==> config.mk <==
export PLATFORM = sky130hd
export DESIGN_NAME = debounce
export DESIGN_NICKNAME = d
export VERILOG_FILES = /design/src/rtl/debounce.sv
export SDC_FILE = /design/constraint.sdc
export NUM_CORES = 1
export LEC_CHECK = 0
export CORE_MARGIN = 4
export CORE_UTILIZATION = 25
export CTS_BUF_LIST = sky130_fd_sc_hd__clkbuf_16
export DETAILED_ROUTE_END_ITERATION = 7
export GPL_TIMING_DRIVEN = 0
export PLACE_DENSITY = 0.4
export SYNTH_ARGS = -nofsm -noshare
export SYNTH_HDL_FRONTEND = slang
export SYNTH_SLANG_ARGS = --single-unit
==> constraint.sdc <==
create_clock -name clk_i -period 1.3 [get_ports clk_i]
set_input_delay 0.26 -clock clk_i [delete_from_list [all_inputs] [get_ports clk_i]]
set_output_delay 0.26 -clock clk_i [all_outputs]
set_load 0.02 [all_outputs]
==> src/rtl/debounce.sv <==
// ---------------------------------------------------------------------------
// debounce
//   Filters contact bounce on a single push-button input and produces a clean,
//   registered level. btn_o only takes a new level after the sampled input has
//   held that level for DEBOUNCE_CYCLES consecutive rising edges of clk_i.
//
//   Optional feature macro: DEBOUNCE_SYNC_EN
//     defined   -> btn_i passes through a 2-flop synchronizer first (+2 edges)
//     undefined -> btn_i is assumed synchronous to clk_i and sampled directly
//
// Parameters
//   DEBOUNCE_CYCLES  consecutive samples required before btn_o changes (>= 1)
//   CNT_W            stability counter width, derived; do not override
//
// Ports
//   clk_i  in   system clock, all state updates on rising edge
//   rst_i  in   synchronous reset, active-high
//   btn_i  in   raw button level, may bounce arbitrarily
//   btn_o  out  debounced button level, driven straight from a flop
// ---------------------------------------------------------------------------
module debounce #(
    parameter int DEBOUNCE_CYCLES = 50,
    parameter int CNT_W           = $clog2(DEBOUNCE_CYCLES + 1)
) (
    input  logic clk_i,
    input  logic rst_i,
    input  logic btn_i,
    output logic btn_o
);

    typedef enum logic [1:0] {
        STABLE_LOW,
        CHECK_HIGH,
        STABLE_HIGH,
        CHECK_LOW
    } state_t;

    localparam logic [CNT_W-1:0] CNT_LAST = CNT_W'(DEBOUNCE_CYCLES - 1);
    localparam logic [CNT_W-1:0] CNT_ONE  = CNT_W'(1);
    // With a single required sample there is nothing to count: a stable
    // state flips straight to the opposite stable state.
    localparam bit SINGLE = (DEBOUNCE_CYCLES == 1);

    state_t           state_q, state_d;
    logic [CNT_W-1:0] cnt_q, cnt_d;
    logic             btn_d;
    logic             s;

`ifdef DEBOUNCE_SYNC_EN
    // Two-flop synchronizer; the FSM only ever sees the second stage.
    logic [1:0] sync_q;

    always_ff @(posedge clk_i) begin
        if (rst_i) sync_q <= '0;
        else       sync_q <= {sync_q[0], btn_i};
    end

    assign s = sync_q[1];
`else
    assign s = btn_i;
`endif

    always_ff @(posedge clk_i) begin
        if (rst_i) begin
            state_q <= STABLE_LOW;
            cnt_q   <= '0;
            btn_o   <= 1'b0;
        end else begin
            state_q <= state_d;
            cnt_q   <= cnt_d;
            btn_o   <= btn_d;
        end
    end

    always_comb begin
        state_d = state_q;
        cnt_d   = cnt_q;
        btn_d   = btn_o;
        case (state_q)
            STABLE_LOW: begin
                if (s) begin
                    if (SINGLE) begin
                        state_d = STABLE_HIGH;
                        btn_d   = 1'b1;
                        cnt_d   = '0;
                    end else begin
                        state_d = CHECK_HIGH;
                        cnt_d   = CNT_ONE;
                    end
                end else begin
                    cnt_d = '0;
                end
            end
            CHECK_HIGH: begin
                if (!s) begin
                    // Glitch back to low: restart from scratch.
                    state_d = STABLE_LOW;
                    cnt_d   = '0;
                end else if (cnt_q == CNT_LAST) begin
                    state_d = STABLE_HIGH;
                    btn_d   = 1'b1;
                    cnt_d   = '0;
                end else begin
                    cnt_d = cnt_q + CNT_ONE;
                end
            end
            STABLE_HIGH: begin
                if (!s) begin
                    if (SINGLE) begin
                        state_d = STABLE_LOW;
                        btn_d   = 1'b0;
                        cnt_d   = '0;
                    end else begin
                        state_d = CHECK_LOW;
                        cnt_d   = CNT_ONE;
                    end
                end else begin
                    cnt_d = '0;
                end
            end
            CHECK_LOW: begin
                if (s) begin
                    state_d = STABLE_HIGH;
                    cnt_d   = '0;
                end else if (cnt_q == CNT_LAST) begin
                    state_d = STABLE_LOW;
                    btn_d   = 1'b0;
                    cnt_d   = '0;
                end else begin
                    cnt_d = cnt_q + CNT_ONE;
                end
            end
            default: begin
                state_d = STABLE_LOW;
                cnt_d   = '0;
                btn_d   = 1'b0;
            end
        endcase
    end

endmodule

---- Yosys cells after proc, flatten, opt, wreduce, memory -nomap -nowiden ----
Index checks and enable logic that the tools add are counted.
W data, S select, Z words.
storage, ports and cells
  memories ................................ 0
  output and inout port bits .............. 1
  bits in latches ......................... 0
  RAM bits ................................ 0
  register bits ........................... 9
  bits in read-only memories .............. 0
  input port bits ......................... 3
  word-level logic and storage cells ...... 38
cells by class
  equality and inequality tests ........... 12
  shifts and indexed selects .............. 0
  multiply operators ...................... 0
  divide/modulo/power cells ............... 0
  add/sub/neg operators ................... 1
  magnitude comparators ................... 0
  bitwise operators ....................... 0
  multiplexer cells ....................... 18
  reduce and logical (&&, ||, !) cells .... 4
operators with widths
  kind                   count
  $pmux W6 S4            1
  $mux W6                3
  $mux W2                6
  $ne A2 B2 Y1 const B   6
  $pmux W2 S4            1
  $add A6 B1 Y6 const B  1
  $eq A6 B6 Y1 const B   1
  $mux W1                6
  $ne A3 B3 Y1 const B   2
  $reduce_and A5 Y1      1
  $eq A2 B2 Y1 const B   2
  $reduce_and A4 Y1      1
  $eq A2 B1 Y1 const B   1
  $logic_not A2 Y1       1
  $pmux W1 S2            1
  $reduce_bool A2 Y1     1

---- Depth between registers and ports, before layout ----
Gate-level depths: netlist of the first run.
  word-level depth ........................ 4
  mapped depth ............................ 5
  mapped depth without buffers ............ 5

---- Worst setup path before layout of the first run ----
Ideal clock, no wire load.
  path type ............................... flip-flop to flip-flop
  from .................................... register cnt_q[0]
  to ...................................... register cnt_q[2]
  setup slack ............................. 91 ps
  arrival time ............................ 1075 ps
  period minus slack after synthesis ...... 1209 ps
  cell stages (with the launch flop) ...... 5
  setup time .............................. 133 ps
  data required time ...................... 1167 ps
  cells stage by stage .................... dfxtp_1 -> ha_1 -> nand4b_1 -> o211ai_1 -> nor3_1
between the ends
  longest elaborated chain between the ends .. 4
  elaborated cells on any way between the ends .. 6
  those cells by class .................... 1 x add/sub; 1 x eq/ne; 4 x mux
RTL lines
  what                                           line     text
  from (decl)                                    45       logic [CNT_W-1:0] cnt_q, cnt_d;
  from (signal assigned)                         70       cnt_q <= cnt_d;
  $add A6 B1 Y6 or $eq A6 B6 Y1 (tied branches)  n/a
  $mux W6 *                                      99, 125
  $mux W6 (on tied branches)                     122, 95
  $pmux W6 S4 *                                  79       case (state_q)
Every way passes the cells marked *; elsewhere a longest branch is shown, timed or not.
A chain may end at the register's enable or synchronous reset.

---- Worst setup path after layout of the first run ----
  from .................................... register cnt_q[2]
  to ...................................... register cnt_q[5]
Same word-level chain as after synthesis.

==> results.yml, run 1 <==
floorplan:
  die_h_um: 48.8
  initial_core_util: 0.270
  core_area_mm2: 0.00154
  die_w_um: 48.8
  die_area_mm2: 0.00238
  io-pin-count: 4
  num_rows: 14
clocking:
  path_clk_slew_ns: 0.04
  postCtsHoldBufs: 0
  htree_levels: 1
  clock_path_buffers: 2
  cts_sinks: 9
  cts_buffers: 3
  insertion_delay_ns: 0.23
  cts_root_buf: "clkbuf_16"
  cts_tree: "done"
synth:
  ys_seq_area_frac: 0.432
  netlist_area_um2: 417
  async_reset_ff_frac: 0
  ys.flop_type: "dfxtp_1"
  avgSynthCellArea_um2: 9.26
  yosysWarnings: 0
  synth_cell_type_count: 21
  synth_fp_nets: 50
  synthCells: 45
  ys_seq_elements: 9
  synth_edf_count: 0
sta:
  slew_headroom: 0.825
  fin_skew_ns: 0.000410
  fin_crit_ns: 1.24
  rsz0062_at_grt: "true"
  setup_ws_ns: 0.0625
  setup_violations: 0
  finalMaxSlewViolations: 0
  totalNegativeSetupSlack_ns: 0
  finalCritPeriodShare: 0.952
  tightest_slew_ns: 0.262
  hold_viol: 0
  max_freq_mhz: 808
route:
  first_pass_iters: 2
  routedWlPerCell_um: 12.3
  drc: 0
  finalWirelength_um: 858
  vias: 354
  drtIter0Drc: 2
  viasPerCell: 5.06
  ant_nets: 0
job:
  drv_cap: 0
critical_path:
  critical_path_required_ns: 1.45
  worstPathArrival_ns: 1.39
  crit_slowest_cell: "dfxtp_1"
  crit_chain: "nand3_2 -> or3_1 -> a211oi_2"
  slowest_delay_ns: 0.42
  setup.worst_path.class: "reg2reg"
  critPathLaunchType: "flip-flop"
  end_kind: "flip-flop"
  path_max_fanout: 5
layout:
  diodes: 0
  drive_gt1_frac: 0.185
  area_growth_pct: 34.5
  final_util: 0.364
  fin_nets: 60
  finish.instance_area_um2: 561
grt:
  grt_pass1_vias: 397
  grt_use_total: 0.0875
  grt_antenna_before_repair: 0
  grt_pass1_wl_mm: 1.57
  grt_max_degree: 8
  grt-ovfl-total: 0
power_and_ir_drop:
  power_frac_clock: 0.615
  p_leak_nw: 0.209
  p_per_area_mw_per_mm2: 1540
  p_comb_frac: 0.047
  p_sw_uw: 157
  seq_power_share: 0.338
  ir_worst_vdd_mv: 0.615
  p_int_uw: 704
  sw_frac_of_total: 0.183
place:
  dpl-instance-area_um2: 467
  portBuffers: 3
  dpl.hpwl_um: 629
  gp_congestion: 0.765
  preCtsSetupSlack_ns: -0.259
worst_hold_path:
  min_path_type: "in2reg"
outcome:
  status: "complete, no violations"
==> cell type report <==
class                   instances  area [um^2]
fillers                       160          981
flip-flops and latches          9          183
multi-input cells              32          221
inverters                       4         15.0
clock inverters                 1         3.75
well taps                      16         20.0
repair buffers                  5         42.5
clock buffers                   3         75.1
==> layout by cell type, fill, tap and decap left out, types with 3 or more instances in the layout <==
master     synthesis  routed
clkbuf_16          0       3
nor3_1             4       4
dfxtp_1            9       7
a21oi_1            3       3
inv_1              4       5
xor2_1             3       3
o21ai_0            4       4
==> layer usage <==
layer / vias up / track usage / part of all wire / wire length [um]
li1: 180 / - / - / -
met1: 164 / 0.0914 / 0.45 / 384
met2: 7 / 0.117 / 0.45 / 390
met3: 3 / 0.0520 / 0.066 / 57
met4: 0 / 0.0852 / 0.029 / 25
met5: - / 0 / 0 / 0
==> power by group through the flow <==
stage          clock [mW]  sequential (mW)  combinational (mW)
5_1_grt             0.557            0.292              0.0458
3_5_place_dp            0            0.295              0.0407
4_1_cts             0.540            0.290              0.0405
6_report            0.530            0.291              0.0403
3_3_place_gp            0            0.295              0.0410
2_1_floorplan           0            0.297              0.0189
==> cell usage after synthesis, types with 2 or more instances <==
cell,count,area (um^2)
nand2_1,2,7.51
a21oi_1,3,15.0
dfxtp_1,9,180
o21ai_0,4,20.0
inv_1,4,15.0
nor3_1,4,20.0
nand3_1,2,10.0
ha_1,2,25.0
xor2_1,3,26.3
==> path summary, 6_finish.rpt <==
path,start,endpoint,slack [ns],depth (start not counted)
worst min-delay path,btn_i,flip-flop,0.48,3
worst max register to register,cnt_q[2]$_SDFF_PP0_,cnt_q[5]$_SDFF_PP0_,0.06,3
worst max-delay path,cnt_q[2]$_SDFF_PP0_,cnt_q[5]$_SDFF_PP0_,0.06,3
worst min register to register,state_q[0]$_SDFFE_PP0P_,cnt_q[0]$_SDFF_PP0_,0.50,1
==> stage by stage <==
step           std cells  hold WS [ns]  power, mW
3_3_place_gp          64         0.486      0.336
3_5_place_dp          64         0.491      0.336
6_report              70         0.481      0.861
4_1_cts               70         0.487      0.871
2_1_floorplan         45         0.329      0.316
5_1_grt               70         0.512      0.894
==> cells by family (layout without fill, tap and decap cells) <==
group,count (synthesis),count (layout),share of synthesized area
compound gates,11,11,0.165
xor+xnor,4,4,0.0841
fa+ha+maj,2,2,0.0601
buf+inv,4,13,0.0360
flops,9,9,0.432
simple gates,15,15,0.222
==> critical path: cells and delay by family, from the launching register on <==
| family | cells | cell delay, ns |
|---|---|---|
| AND/OR/NAND/NOR | 2 | 0.51 |
| flip-flops | 1 | 0.42 |
| AO/OA/AOI/OAI | 1 | 0.22 |
==> repair_timing <==
action,CTS,global route
endpoints found under the setup margin,6,7
setup buffers,2,0
pin swaps,2,0
resized for setup,2,2
No activity file was read; power rests on OpenSTA's default activity.
==> inputs of run 2 (changes only) <==
--- a/config.mk
+++ b/config.mk
@@ -10,7 +10,7 @@
 export CTS_BUF_LIST = sky130_fd_sc_hd__clkbuf_16
 export DETAILED_ROUTE_END_ITERATION = 7
 export GPL_TIMING_DRIVEN = 0
-export PLACE_DENSITY = 0.4
+export PLACE_DENSITY = 0.42
 export SYNTH_ARGS = -nofsm -noshare
 export SYNTH_HDL_FRONTEND = slang
 export SYNTH_SLANG_ARGS = --single-unit
==> results.yml, run 2 (synthesized netlist as in run 1, its figures left out) <==
layout:
  diodes: 0
  ff_latch_area_um2: 185
  multi_input_area_um2: 234
  layoutNonFillerInstCount: 69
  final_common_cell: "dfxtp_1"
  fin_nets: 59
  final_util: 0.371
  layout_common_cells: "7 x dfxtp_1, 4 x inv_1, 4 x o21ai_0, 4 x nor3_1"
  nFillCells: 165
  finish.instance_area_um2: 572
  drive_gt1_frac: 0.208
  area_growth_pct: 37.2
place:
  dp_cells: 64
  preCtsSetupSlack_ns: -0.260
  portBuffers: 3
  dpl.hpwl_um: 571
  dpl-instance-area_um2: 467
  gp_congestion: 0.729
job:
  drv_cap: 0
floorplan:
  die_w_um: 48.8
  io-pin-count: 4
  core_area_mm2: 0.00154
  initial_core_util: 0.270
  num_rows: 14
  die_area_mm2: 0.00238
  die_h_um: 48.8
critical_path:
  setup.worst_path.class: "reg2reg"
  critPathLaunchType: "flip-flop"
  path_max_fanout: 5
  critical_path_required_ns: 1.42
  end_kind: "flip-flop"
  rr_worst_depth: 6
  worstPathArrival_ns: 1.34
route:
  viasPerCell: 5.09
  ant_nets: 0
  finalWirelength_um: 818
  vias: 351
  first_pass_iters: 2
  routedWlPerCell_um: 11.9
  drc: 0
  drtIter0Drc: 6
power_and_ir_drop:
  sw_frac_of_total: 0.190
  seq_power_share: 0.333
  p_leak_nw: 0.214
  p_int_uw: 705
  p_comb_frac: 0.049
  p_sw_uw: 165
  ir_worst_vdd_mv: 1.01
  power_frac_clock: 0.618
  p_per_area_mw_per_mm2: 1520
sta:
  finalCritPeriodShare: 0.944
  holdWs_ns: 0.365
  fin_crit_ns: 1.23
  slew_headroom: 0.838
  finalMaxSlewViolations: 0
  setup_violations: 0
  max_freq_mhz: 815
  hold_viol: 0
  setup_ws_ns: 0.0732
  fin_skew_ns: 0.00358
  rsz0062_at_grt: "false"
  tightest_slew_ns: 0.243
clocking:
  cts_sinks: 9
  cts_root_buf: "clkbuf_16"
  path_clk_slew_ns: 0.04
  htree_levels: 1
  insertion_delay_ns: 0.24
  cts_tree: "done"
  cts_buffers: 3
  clock_path_buffers: 2
worst_hold_path:
  min_path_type: "in2reg"
  min_delay_path_depth: 3
grt:
  grt_pass1_wl_mm: 1.48
  grt_pass1_vias: 324
  grt_max_degree: 8
  grt_antenna_before_repair: 0
  grt-ovfl-total: 0
  grt_use_total: 0.0817
outcome:
  status: "complete, no violations"
==> run 2: repair_timing <==
action,4_1_cts,5_1_grt
buffers inserted,1,0
setup endpoints to repair,6,5
cloned,0,0
resized for setup,2,6
pin swaps,1,2
hold buffers,0,0
==> run 2: final cells by class <==
cell class                 instances  area share
clock buffer                       3       0.131
clock inverter                     1     0.00656
inverter                           4      0.0263
multi-input combinational         32       0.409
sequential                         9       0.324
tap                               16      0.0350
timing repair buffer               4      0.0678
==> run 2: routing by layer <==
| metal | track usage | part of all wire | vias up |
|---|---|---|---|
| met5 | 0 | 0 | - |
| met4 | 0.0269 | 0.0073 | 0 |
| met3 | 0.0703 | 0.093 | 2 |
| met2 | 0.111 | 0.42 | 7 |
| met1 | 0.0928 | 0.48 | 163 |
| li1 | - | - | 179 |
==> run 2: critical path: stages, from the launching register on <==
cell	delay, ns
dfxtp_2	0.33
inv_2	0.06
ha_4	0.11
nand4b_1	0.18
o211ai_1	0.21
buf_4	0.17
nor3_1	0.05
==> run 2: final timing paths <==
path                                 from                   to  slack, ns
setup / recovery      cnt_q[1]$_SDFF_PP0_  cnt_q[3]$_SDFF_PP0_       0.07
hold / removal                      btn_i            flip-flop       0.36
setup reg to reg      cnt_q[1]$_SDFF_PP0_  cnt_q[3]$_SDFF_PP0_       0.07
hold reg to reg   state_q[0]$_SDFFE_PP0P_  cnt_q[0]$_SDFF_PP0_       0.49
==> run 2: through the flow <==
| step | TNS, ns | total power [mW] |
|---|---|---|
| detailed placement | -1.23 | 0.336 |
| CTS | 0 | 0.883 |
| global route | 0 | 0.911 |
| global placement | -1.52 | 0.337 |
| finish | 0 | 0.870 |
| floorplan | 0 | 0.316 |
==> run 2: power groups by stage <==
| stage | Combinational, mW | Sequential, mW | Clock (mW) |
|---|---|---|---|
| after detailed placement | 0.0413 | 0.295 | 0 |
| after global routing | 0.0486 | 0.291 | 0.571 |
| after floorplan | 0.0189 | 0.297 | 0 |
| final | 0.0422 | 0.290 | 0.538 |
| after global placement | 0.0419 | 0.295 | 0 |
| after CTS | 0.0416 | 0.290 | 0.551 |
==> inputs of run 3 (changes only) <==
--- a/config.mk
+++ b/config.mk
@@ -8,8 +8,8 @@
 export CORE_MARGIN = 4
 export CORE_UTILIZATION = 25
 export CTS_BUF_LIST = sky130_fd_sc_hd__clkbuf_16
+export CTS_CLUSTER_SIZE = 20
 export DETAILED_ROUTE_END_ITERATION = 7
-export GPL_TIMING_DRIVEN = 0
 export PLACE_DENSITY = 0.42
 export SYNTH_ARGS = -nofsm -noshare
 export SYNTH_HDL_FRONTEND = slang
==> results.yml, run 3 (synthesized netlist as in run 1, its figures left out) <==
critical_path:
  slowest_delay_ns: 0.53
  reg2reg_slack_ns: 0.09
  worstPathArrival_ns: 1.40
  cp.depth: 5
  r2r-start: "cnt_q[0]$_SDFF_PP0_"
  crit_slowest_cell: "clkdlybuf4s50_1"
  r2r_end: "cnt_q[5]$_SDFF_PP0_"
  path_max_fanout: 5
  critical_path_required_ns: 1.46
  critPathLaunchType: "input pin"
  end_kind: "flip-flop"
  crit_chain: "clkdlybuf4s50_1 -> xor2_2 -> o211ai_1 -> buf_4 -> nor3_1"
  setup.worst_path.class: "in2reg"
  crit_family: "buffers and inverters"
  worst-path-buf-inv: 2
  rr_worst_depth: 4
clocking:
  htree_levels: 1
  cts_buffers: 3
  path_clk_slew_ns: 0.04
  cts_root_buf: "clkbuf_16"
  postCtsHoldBufs: 0
  insertion_delay_ns: 0.24
  cts_tree: "done"
  clock_path_buffers: 2
  cts_sinks: 9
sta:
  fin_crit_ns: 1.24
  finalMaxSlewViolations: 0
  fin_skew_ns: 0.00159
  finalCritPeriodShare: 0.954
  hold_viol: 0
  slew_headroom: 0.827
  holdWs_ns: 0.485
  max_freq_mhz: 806
  totalNegativeSetupSlack_ns: 0
  setup_violations: 0
  tightest_slew_ns: 0.259
power_and_ir_drop:
  sw_frac_of_total: 0.191
  power_frac_clock: 0.613
  seq_power_share: 0.329
  p_int_uw: 712
  p_per_area_mw_per_mm2: 1460
  p_leak_nw: 0.230
  p_sw_uw: 168
  p_total_uw: 880
  ir_worst_vdd_mv: 0.543
  p_comb_frac: 0.057
layout:
  nFillCells: 169
  layout_common_cells: "8 x dfxtp_1, 6 x buf_4, 5 x inv_1, 4 x o21ai_0, 4 x nor3_1"
  drive_gt1_frac: 0.259
  layoutNonFillerInstCount: 74
  fin_nets: 64
  diodes: 0
  final_common_cell: "dfxtp_1"
  area_growth_pct: 44.7
route:
  viasPerCell: 4.85
  routedWlPerCell_um: 11.7
  finalWirelength_um: 865
  drc: 0
  first_pass_iters: 4
  ant_nets: 0
  drtIter0Drc: 3
  vias: 359
place:
  dp_cells: 69
  gp_congestion: 0.736
  portBuffers: 3
  dpl.hpwl_um: 635
grt:
  grt_use_total: 0.0829
  grt-ovfl-total: 0
  grt_pass1_vias: 349
  grt_antenna_before_repair: 0
  grt_max_degree: 8
  grt_pass1_wl_mm: 1.45
floorplan:
  io-pin-count: 4
  core_area_mm2: 0.00154
  die_w_um: 48.8
  die_h_um: 48.8
  num_rows: 14
  initial_core_util: 0.270
  die_area_mm2: 0.00238
worst_hold_path:
  hold_end: "cnt_q[0]$_SDFF_PP0_"
  min_delay_path_depth: 1
  hp-start: "state_q[0]$_SDFFE_PP0P_"
  min_path_type: "reg2reg"
job:
  drv_cap: 0
outcome:
  status: "complete, no violations"
run 3: cell types whose count changed in the layout (fill, tap and decap cells not counted), sizes merged:
| cell | previous run | this run |
|---|---|---|
| dlymetal6s2s | 1 | 0 |
| clkdlybuf4s50 | 1 | 2 |
| buf | 1 | 6 |
run 3: final cells by class:
type | instances | area (um^2) | area share
Timing Repair Buffer | 9 | 73.8 | 0.122
Multi-Input combinational cell | 32 | 234 | 0.388
Sequential cell | 9 | 181 | 0.301
Inverter | 4 | 15.0 | 0.0249
Clock inverter | 1 | 3.75 | 0.00622
Clock buffer | 3 | 75.1 | 0.124
Tap cell | 16 | 20.0 | 0.0332
run 3: how the worst max path moves through the flow:
| stage | slack [ns] | start | endpoint |
|---|---|---|---|
| after floorplan | 0.09 | cnt_q[0]$_SDFF_PP0_ | cnt_q[2]$_SDFF_PP0_ |
| after global placement | -0.20 | btn_i | cnt_q[4]$_SDFF_PP0_ |
| after detailed placement | -0.19 | btn_i | cnt_q[4]$_SDFF_PP0_ |
| after CTS | 0.03 | cnt_q[0]$_SDFF_PP0_ | cnt_q[4]$_SDFF_PP0_ |
| after global routing | -0.03 | btn_i | cnt_q[4]$_SDFF_PP0_ |
| final | 0.06 | btn_i | cnt_q[4]$_SDFF_PP0_ |
run 3: stage by stage:
stage	setup WS, ns	cell area (um^2)	util
finish	0.0600	603	0.391
global route	-0.0335	603	0.391
CTS	0.0262	582	0.377
detailed placement	-0.188	504	0.327
global placement	-0.205	504	0.327
floorplan	0.0914	417	-
run 3: routing by layer:
metal  vias to the layer above  wire length (um)  GRT usage  share of wire
met2                         7               369      0.113           0.43
li1                        186                 -          -              -
met4                         0                36     0.0807          0.042
met1                       163               416     0.0963           0.48
met5                         -                 0          0              0
met3                         3                43     0.0306          0.050
run 3: repair_timing:
item | CTS | global route
buffers inserted | 0 | 1
setup endpoints to repair | 1 | 5
gates resized for setup | 1 | 3
pin swaps | 0 | 1
run 3: power by group through the flow:
stage	Sequential (mW)	Clock, mW	Combinational [mW]
floorplan	0.297	0	0.0189
global route	0.290	0.568	0.0556
finish	0.290	0.540	0.0505
global placement	0.294	0	0.0496
detailed placement	0.294	0	0.0494
CTS	0.289	0.552	0.0478
